<file path="src/rtl/clk_ratio_monitor.sv">
// Receive-side ratio checker for a divided clock. It measures each clk_in half-period in clk
// cycles and locks after LOCK_CNT in-tolerance results. It reports mismatches and stuck clocks.
module clk_ratio_monitor #(
    parameter int unsigned SYNC_STAGES = 2,
    parameter int unsigned CNT_W       = 8,
    parameter int unsigned EXP_HALF    = 4,
    parameter int unsigned TOL         = 0,
    parameter int unsigned LOCK_CNT    = 4
) (
    input  logic             clk,
    input  logic             reset,
    input  logic             clk_in,
    input  logic             enable,
    input  logic             clear_err,
    output logic [CNT_W-1:0] half_period,
    output logic             period_valid,
    output logic             locked,
    output logic             err,
    output logic [7:0]       err_count
);
    localparam int unsigned MC_W = $clog2(LOCK_CNT + 1);

    localparam logic [CNT_W-1:0] CNT_MAX = '1;
    localparam logic [CNT_W-1:0] CNT_ONE = {{(CNT_W-1){1'b0}}, 1'b1};
    localparam logic [CNT_W:0]   EXP_X   = (CNT_W+1)'(EXP_HALF);
    localparam logic [CNT_W:0]   TOL_X   = (CNT_W+1)'(TOL);
    localparam logic [MC_W-1:0]  LOCK_MC = MC_W'(LOCK_CNT);
    localparam logic [MC_W-1:0]  MC_ONE  = MC_W'(1);

    typedef enum logic [1:0] {
        S_IDLE,
        S_ACQUIRE,
        S_MEASURE,
        S_LOCKED
    } state_t;

    state_t                 r_state;
    logic [SYNC_STAGES-1:0] r_sync;
    logic                   r_sync_q;
    logic [CNT_W-1:0]       r_cnt;
    logic [CNT_W-1:0]       r_half_period;
    logic [MC_W-1:0]        r_mcnt;
    logic                   r_to_fired;
    logic                   r_period_valid;
    logic                   r_locked;
    logic                   r_err;
    logic [7:0]             r_err_count;

    logic                   w_edge;
    logic [CNT_W:0]         w_cnt_x;
    logic [CNT_W:0]         w_dev;
    logic                   w_match;
    logic [CNT_W-1:0]       w_cnt_inc;
    logic [MC_W-1:0]        w_mcnt_nxt;
    logic [7:0]             w_err_inc;
    logic                   w_timeout;
    logic                   w_err_evt;

    always_comb begin
        w_edge     = r_sync[SYNC_STAGES-1] ^ r_sync_q;
        // Deviation is taken one bit wider than the counter so it never wraps.
        w_cnt_x    = {1'b0, r_cnt};
        w_dev      = (w_cnt_x >= EXP_X) ? (w_cnt_x - EXP_X) : (EXP_X - w_cnt_x);
        w_match    = (w_dev <= TOL_X);
        w_cnt_inc  = (r_cnt == CNT_MAX) ? r_cnt : (r_cnt + CNT_ONE);
        w_mcnt_nxt = r_mcnt + MC_ONE;
        w_err_inc  = (r_err_count == 8'hFF) ? r_err_count : (r_err_count + 8'd1);
        // A stuck clock reports once; an edge re-arms the timeout.
        w_timeout  = !w_edge && (r_cnt == CNT_MAX) && !r_to_fired;
        w_err_evt  = enable && (r_state != S_IDLE) &&
                     (w_timeout || ((r_state == S_LOCKED) && w_edge && !w_match));
    end

    always_ff @(posedge clk or posedge reset) begin
        if (reset) begin
            r_state        <= S_IDLE;
            r_sync         <= '0;
            r_sync_q       <= 1'b0;
            r_cnt          <= '0;
            r_half_period  <= '0;
            r_mcnt         <= '0;
            r_to_fired     <= 1'b0;
            r_period_valid <= 1'b0;
            r_locked       <= 1'b0;
            r_err          <= 1'b0;
            r_err_count    <= '0;
        end else begin
            r_sync         <= {r_sync[SYNC_STAGES-2:0], clk_in};
            r_sync_q       <= r_sync[SYNC_STAGES-1];
            r_period_valid <= 1'b0;
            r_err          <= w_err_evt;

            if (clear_err) begin
                r_err_count <= '0;
            end else if (w_err_evt) begin
                r_err_count <= w_err_inc;
            end

            if (!enable) begin
                r_state    <= S_IDLE;
                r_locked   <= 1'b0;
                r_cnt      <= '0;
                r_to_fired <= 1'b0;
            end else begin
                case (r_state)
                    S_IDLE: begin
                        r_cnt      <= '0;
                        r_to_fired <= 1'b0;
                        r_state    <= S_ACQUIRE;
                    end
                    default: begin
                        r_cnt <= w_edge ? CNT_ONE : w_cnt_inc;
                        if (w_edge) begin
                            r_to_fired <= 1'b0;
                            if (r_state == S_ACQUIRE) begin
                                r_state <= S_MEASURE;
                                r_mcnt  <= '0;
                            end else begin
                                r_half_period  <= r_cnt;
                                r_period_valid <= 1'b1;
                                if (r_state == S_MEASURE) begin
                                    if (!w_match) begin
                                        r_mcnt <= '0;
                                    end else if (w_mcnt_nxt == LOCK_MC) begin
                                        r_state  <= S_LOCKED;
                                        r_locked <= 1'b1;
                                        r_mcnt   <= '0;
                                    end else begin
                                        r_mcnt <= w_mcnt_nxt;
                                    end
                                end else if (!w_match) begin
                                    r_state  <= S_MEASURE;
                                    r_locked <= 1'b0;
                                    r_mcnt   <= '0;
                                end
                            end
                        end else if (w_timeout) begin
                            r_to_fired <= 1'b1;
                            r_locked   <= 1'b0;
                            r_state    <= S_ACQUIRE;
                        end
                    end
                endcase
            end
        end
    end

    assign half_period  = r_half_period;
    assign period_valid = r_period_valid;
    assign locked       = r_locked;
    assign err          = r_err;
    assign err_count    = r_err_count;

endmodule
</file>
<file path="config.mk">
export PLATFORM = sky130hd
export DESIGN_NAME = clk_ratio_monitor
export DESIGN_NICKNAME = d
export VERILOG_FILES = /design/src/rtl/clk_ratio_monitor.sv
export SDC_FILE = /design/constraint.sdc
export NUM_CORES = 1
export LEC_CHECK = 0
export BUFFER_PORTS_ARGS = -buffer_cell sky130_fd_sc_hd__buf_2
export CAP_MARGIN = 20
export CORE_ASPECT_RATIO = 0.7
export CORE_MARGIN = 4
export CORE_UTILIZATION = 51
export CTS_CLUSTER_SIZE = 24
export DETAILED_ROUTE_END_ITERATION = 8
export GPL_ROUTABILITY_DRIVEN = 0
export GPL_TIMING_DRIVEN = 0
export MAX_ROUTING_LAYER = met4
export PLACE_DENSITY = 0.81
export SLEW_MARGIN = 25
export SYNTH_ARGS = -nofsm -noshare
export SYNTH_HDL_FRONTEND = slang
export SYNTH_SLANG_ARGS = --single-unit
</file>
<file path="constraint.sdc">
create_clock -name clk -period 2.2 [get_ports clk]
set_input_delay 0.22 -clock clk [delete_from_list [all_inputs] [get_ports clk]]
set_output_delay 0.22 -clock clk [all_outputs]
set_load 0.1 [all_outputs]
</file>
==> results.toml, run 1 <==
[placement]
port-buffer-count = 23
dpl_cell_area_sq_mm = 0.00210
dp_hpwl_um = 2680

[routing]
viasPerCell = 5.74
drt_pre_antenna_iters = 4
via_count = 1643
post_drt_wl_per_cell_um = 16.4
route.final.wire_length_um = 4690
detail_route.drc_violations = 0
route.antenna.remaining_nets = 0
drt_iter0_markers = 105

[clock_tree]
clk_pin_slew_worst_paths_ps = 70
cts-hold-fix-buffers = 0
clk_path_buf_depth = 2
clock_buffers_created_by_tritoncts = 5
clock_tree_from_tritoncts = "done"
clock_sink_count = 36
ctsHtreeMaxLevel = 2
cts.root.buffer_cell = "clkbuf_8"
clk-insertion-delay-late_ps = 290

[floorplan]
starting_density = 0.534
std_cell_rows = 18
floorplan.die.height_um = 59.1
die_width_um = 81.0
top_level_ports = 24
die_area_sq_mm = 0.00478
core_region_area_sq_mm = 0.00356

[cells_and_area]
drive_gt1_frac = 0.360
diodes = 0
layout_commonest_cell = "dfrtp_1"
final_design_area_no_fill_sq_mm = 0.00242
fin_nets = 248
most-common-layout-cells = "dfrtp_1 (30), buf_2 (23), nand2_1 (20)"
area_growth_pct = 27.1

[timing]
layout_worst_path_cycle_share = 1.04
slew_headroom = 0.505
maxClockFrequency_mhz = 437
worst-slew-pin-transition_ps = 742
report.final.slew_viol_count = 0
layout_min_cycle_time_ps = 2290
clock_skew_ps = 6.49
hold_ws_ps = 33.2
count_of_endpoints_failing_setup_in_the_final_report = 6
report.final.hold_viol_count = 0
rsz0062_at_grt = "true"
worst_slack_ps = -86.6

[worst_hold_path]
min-delay-path-class = "primary input to flip-flop"

[global_routing]
grt_pass1_vias = 1484
grt_antenna_before_repair = 0
grt_max_degree = 37
total_grt_usage = 0.201
grt_remaining_overflow = 0
grt_pass1_wl_um = 7090

[worst_setup_path]
r2r_setup_slack_ps = -90
critical_path.endpoint_type = "flip-flop"
timing.setup.critical_path_class = "flip-flop to flip-flop"
worst_path_arrival_ps = 2460
start_kind = "flip-flop"
critical_path.max_fanout = 5
timing.critical_path.required_ps = 2380

[flow_run]
max_cap_violations = 0

[synth]
synth_cells = 187
postSynthAreaPerCell_sq_um = 10.2
ys_async_sr_fraction = 1.00
synth_seq_area_share = 0.474
synth.ff_latch_count = 36
ys.flop_type = "dfrtp_1"
ys_warn_count = 0
synth_cell_type_count = 47
synth_edf_count = 0
synthesis.nets = 200
synth.cell_area_sq_mm = 0.00190

[status]
violations_in_the_final_reports = "negative setup slack"
status = "complete, but fails checks"

[power]
vdd.ir_drop.worst_uv = 437
power_density_mw_per_mm2 = 582
power_leakage_nw = 1.11
## worst paths after layout
check / start / to / cells after the start
max in group asynchronous: reset / r_cnt[0]$_DFFE_PP0P_ / 2
min reg2reg: r_sync[0]$_DFF_PP0_ / r_sync[1]$_DFF_PP0_ / 0
min in group asynchronous: reset / r_cnt[1]$_DFFE_PP0P_ / 2
max: r_cnt[0]$_DFFE_PP0P_ / err_count[4]$_DFFE_PP0P_ / 8
min: clk_in / r_sync[0]$_DFF_PP0_ / 1
max reg2reg: r_cnt[0]$_DFFE_PP0P_ / err_count[4]$_DFFE_PP0P_ / 8
## cell usage after synthesis (all sizes together) (2+ instances only)
cell    count  area share
mux2i       2       0.011
nor2b       2      0.0066
ha          8       0.053
a21oi      13       0.034
nor3        4       0.011
clkbuf      4      0.0079
nor3b       2       0.011
o31ai       3       0.012
nand4       3       0.013
or4b        2       0.011
a221oi      2       0.018
nor4        4       0.013
o21bai      2      0.0079
mux2        4       0.026
or4         4       0.016
o21ai      11       0.029
buf         2       0.012
inv        12       0.024
nor2       13       0.026
a22oi       2      0.0079
and3        3       0.011
xnor2       4       0.018
dfrtp      36        0.47
nand3       6       0.016
or2         2      0.0066
nand2      20       0.039
o41ai       2      0.0092
xor2        3       0.014
## cell families after synthesis
kind of cell	after synthesis	synth area share
and+or+nand+nor	67	0.186
AOI/OAI and AO/OA	45	0.175
DFF	36	0.474
buffers and inverters	18	0.0434
adders and majority gates	8	0.0527
xor gates and xnor gates	7	0.0323
muxes	6	0.0362
## worst max-delay path, stage by stage (launching register included)
cell and delay, ps:
dfrtp_2 440, inv_2 100, ha_1 170, or4b_1 500, a221oi_4 240, o32a_4 240, buf_6 120, nor3b_2 50
mux2_4 320
## through the flow
stage | setup slack, ps | power [mW] | util | setup TNS [ps] | instances
final | -86.6 | 1.41 | 0.679 | -314 | 286
after global routing | -183 | 1.47 | 0.679 | -995 | 286
after CTS | -40.8 | 1.39 | 0.660 | -63.1 | 282
after detailed placement | -288 | 0.896 | 0.590 | -1420 | 260
after global placement | -273 | 0.893 | 0.590 | -1220 | 260
after floorplan | -80.8 | 0.857 | - | -116 | 187
## flip-flops by register name, indices dropped and copies added, names as in the netlist
register	flops
r_to_fired	1
half_period	8
err	1
r_sync_q	1
period_valid	1
r_mcnt	3
locked	1
r_sync	2
err_count	8
r_state	2
r_cnt	8
## cell type report
class / instances / area (sq um)
fill: 265 / 1140
multi-input combinational: 133 / 1010
sequential: 36 / 908
timing repair buffer: 42 / 273
clock buffer: 8 / 90.1
tap: 50 / 62.6
inverter: 12 / 47.5
buffer: 5 / 26.3
## layer usage
metal | vias to the layer above | global-route usage | wire length [um]
li1 | 771 | - | -
met1 | 800 | 0.283 | 2170
met2 | 59 | 0.288 | 2170
met3 | 13 | 0.0426 | 248
met4 | 0 | 0.0699 | 99
met5 | - | - | 0
## where the power goes
group / switching [mW] / internal (mW) / leakage (nW)
Sequential: 0.0135 / 0.680 / 0.482
Combinational: 0.160 / 0.0725 / 0.583
Clock: 0.226 / 0.255 / 0.0455
Total: 0.400 / 1.01 / 1.11
## timing repair
| action | 4_1_cts | 5_1_grt |
|---|---|---|
| pin swaps | 5 | 10 |
| buffers inserted | 13 | 5 |
| cloned | 1 | 0 |
| gates resized for setup | 12 | 10 |
| setup endpoints to repair | 9 | 12 |
Power figures use the tool's default switching activity.
==> run 2, diff against run 1 <==
==> constraint.sdc (replaced) <==
create_clock -name clk -period 2.2 [get_ports clk]
set_input_delay 0 -clock clk [delete_from_list [all_inputs] [get_ports clk]]
set_output_delay 0 -clock clk [all_outputs]
set_load 0.1 [all_outputs]
==> run 2 against run 1 <==
  * The flow still finishes with violations (negative setup slack)
  * Hold slack improved by 32 ps
  * Clock power fell by 1%
  * Non-clock buffer count fell by 2
  * Power fell by 1.5%
  * Combinational power fell by 8.6%
  * Final area fell by 1.2%
  * Fmax rose by 0.83%
  * Clock-buffer cell count did not move
  * Sequential power rose by 0.9%
  * Routed wire length fell by 8.6%
  * Worst setup slack improved by 19 ps
  * Via count fell by 3.1%
==> results.toml, run 2 (synthesis results as in run 1) <==
[clock_tree]
clk-insertion-delay-late_ps = 290
clk_pin_slew_worst_paths_ps = 70
clock_tree_from_tritoncts = "done"
clock_buffers_created_by_tritoncts = 5
ctsHtreeMaxLevel = 2
clk_path_buf_depth = 2
cts.root.buffer_cell = "clkbuf_8"
clock_sink_count = 36

[cells_and_area]
drive_gt1_frac = 0.333
most-common-layout-cells = "dfrtp_1 (30), buf_2 (24), nand2_1 (20)"
multi_input_area_sq_um = 988
seq_area_sq_um = 908
layout_commonest_cell = "dfrtp_1"
postLayoutCoreUtil = 0.671
n_fill_cell = 271
diodes = 0
fin_nets = 246
area_growth_pct = 25.5

[worst_setup_path]
critical_path.startpoint = "r_cnt[0]$_DFFE_PP0P_"
worst_path_arrival_ps = 2440
start_kind = "flip-flop"
crit_path_cell_trace = "inv_2 > ha_2 > or4b_4 > a221oi_4 > o32a_4 > buf_6 > nor3b_2 > mux2_4"
regToRegStartpoint = "r_cnt[0]$_DFFE_PP0P_"
crit_path_max_incr_delay_ps = 490
critical_path.max_fanout = 6
cp.buffers_inverters = 2
timing.critical_path.required_ps = 2370
crit_slowest_cell = "or4b_4"
timing.setup.critical_path_class = "flip-flop to flip-flop"
r2r_setup_slack_ps = -70
critical_path.endpoint_type = "flip-flop"
critical-path-top-delay-family = "simple AND/OR/NAND/NOR gates"

[placement]
dpl_worst_slack_ps = -288
port-buffer-count = 23
dp_hpwl_um = 2680

[routing]
route.final.wire_length_um = 4280
drt_pre_antenna_iters = 4
via_count = 1592
route.antenna.remaining_nets = 0
viasPerCell = 5.61
detail_route.drc_violations = 0
drt_iter0_markers = 78
post_drt_wl_per_cell_um = 15.1

[worst_hold_path]
min-delay-path-class = "primary input to flip-flop"
startpoint_of_the_lowest_slack_hold_path = "enable"

[global_routing]
grt_pass1_vias = 1500
grt_max_degree = 37
total_grt_usage = 0.201
grt_pass1_wl_um = 7110
grt_remaining_overflow = 0
grt_antenna_before_repair = 0

[floorplan]
die_width_um = 81.0
top_level_ports = 24
floorplan.die.height_um = 59.1
std_cell_rows = 18
starting_density = 0.534
die_area_sq_mm = 0.00478
core_region_area_sq_mm = 0.00356

[timing]
count_of_endpoints_failing_setup_in_the_final_report = 5
slew_headroom = 0.501
maxClockFrequency_mhz = 441
rsz0062_at_grt = "true"
worst-slew-pin-transition_ps = 747
worst_slack_ps = -67.8
layout_worst_path_cycle_share = 1.03
clock_skew_ps = 6.24
report.final.slew_viol_count = 0
report.final.hold_viol_count = 0
layout_min_cycle_time_ps = 2270

[flow_run]
max_cap_violations = 0

[power]
power_density_mw_per_mm2 = 581
power_leakage_nw = 1.10
vdd.ir_drop.worst_uv = 440

[status]
status = "complete, but fails checks"
violations_in_the_final_reports = "negative setup slack"
==> run 2: layout make-up <==
class                   count  area share
repair buffers             40       0.107
plain buffers               5      0.0142
multi-input cells         133       0.414
well taps                  50      0.0262
flip-flops and latches     36       0.381
inverters                  12      0.0199
clock buffers               8      0.0378
==> run 2: stage by stage <==
stage | instances | instance area (sq um) | TNS [ps] | hold WS [ps] | total power [mW]
after floorplan | 187 | 1920 | -116 | 31.4 | 0.857
after global placement | 260 | 2100 | -1220 | 107 | 0.893
after detailed placement | 260 | 2100 | -1420 | 110 | 0.896
after CTS | 285 | 2380 | -63.1 | 48.9 | 1.40
after global routing | 284 | 2390 | -981 | 73.1 | 1.45
final | 284 | 2390 | -218 | 65.7 | 1.39
==> run 2: worst paths after layout <==
check / end / cells after the start
max in group asynchronous: err_count[1]$_DFFE_PP0P_ / 3
worst max register to register: err_count[4]$_DFFE_PP0P_ / 8
min in group asynchronous: r_cnt[1]$_DFFE_PP0P_ / 3
worst max-delay path: err_count[4]$_DFFE_PP0P_ / 8
worst min-delay path: r_state[0]$_DFFE_PP0P_ / 3
worst min register to register: r_sync[1]$_DFF_PP0_ / 0
==> run 2: power breakdown <==
| group | internal, mW | leakage [nW] | switching (mW) |
|---|---|---|---|
| clock network | 0.255 | 0.0455 | 0.220 |
| registers | 0.680 | 0.482 | 0.0193 |
| logic | 0.0664 | 0.567 | 0.146 |
| total | 1.00 | 1.10 | 0.385 |
==> run 2: metal layers <==
metal | global-route usage | up-vias | wire, um
li1 | - | 770 | -
met1 | 0.283 | 768 | 2100
met2 | 0.289 | 49 | 1870
met3 | 0.0426 | 5 | 259
met4 | 0.0699 | 0 | 53
met5 | - | - | 0
==> run 2: worst reg2reg max path, cell delays in order, from the launching register on <==
cell,delay [ps]
dfrtp_2,440
inv_2,70
ha_2,170
or4b_4,490
a221oi_4,260
o32a_4,240
buf_6,120
nor3b_2,50
mux2_4,310
==> run 2: what timing repair did <==
item                                    CTS  global route
hold endpoints to repair                 40             0
resized for setup                        12             3
gates cloned                              1             0
setup buffers                            13             0
endpoints found under the setup margin    9            12
hold buffers                              3             0
pin swaps                                 5             2
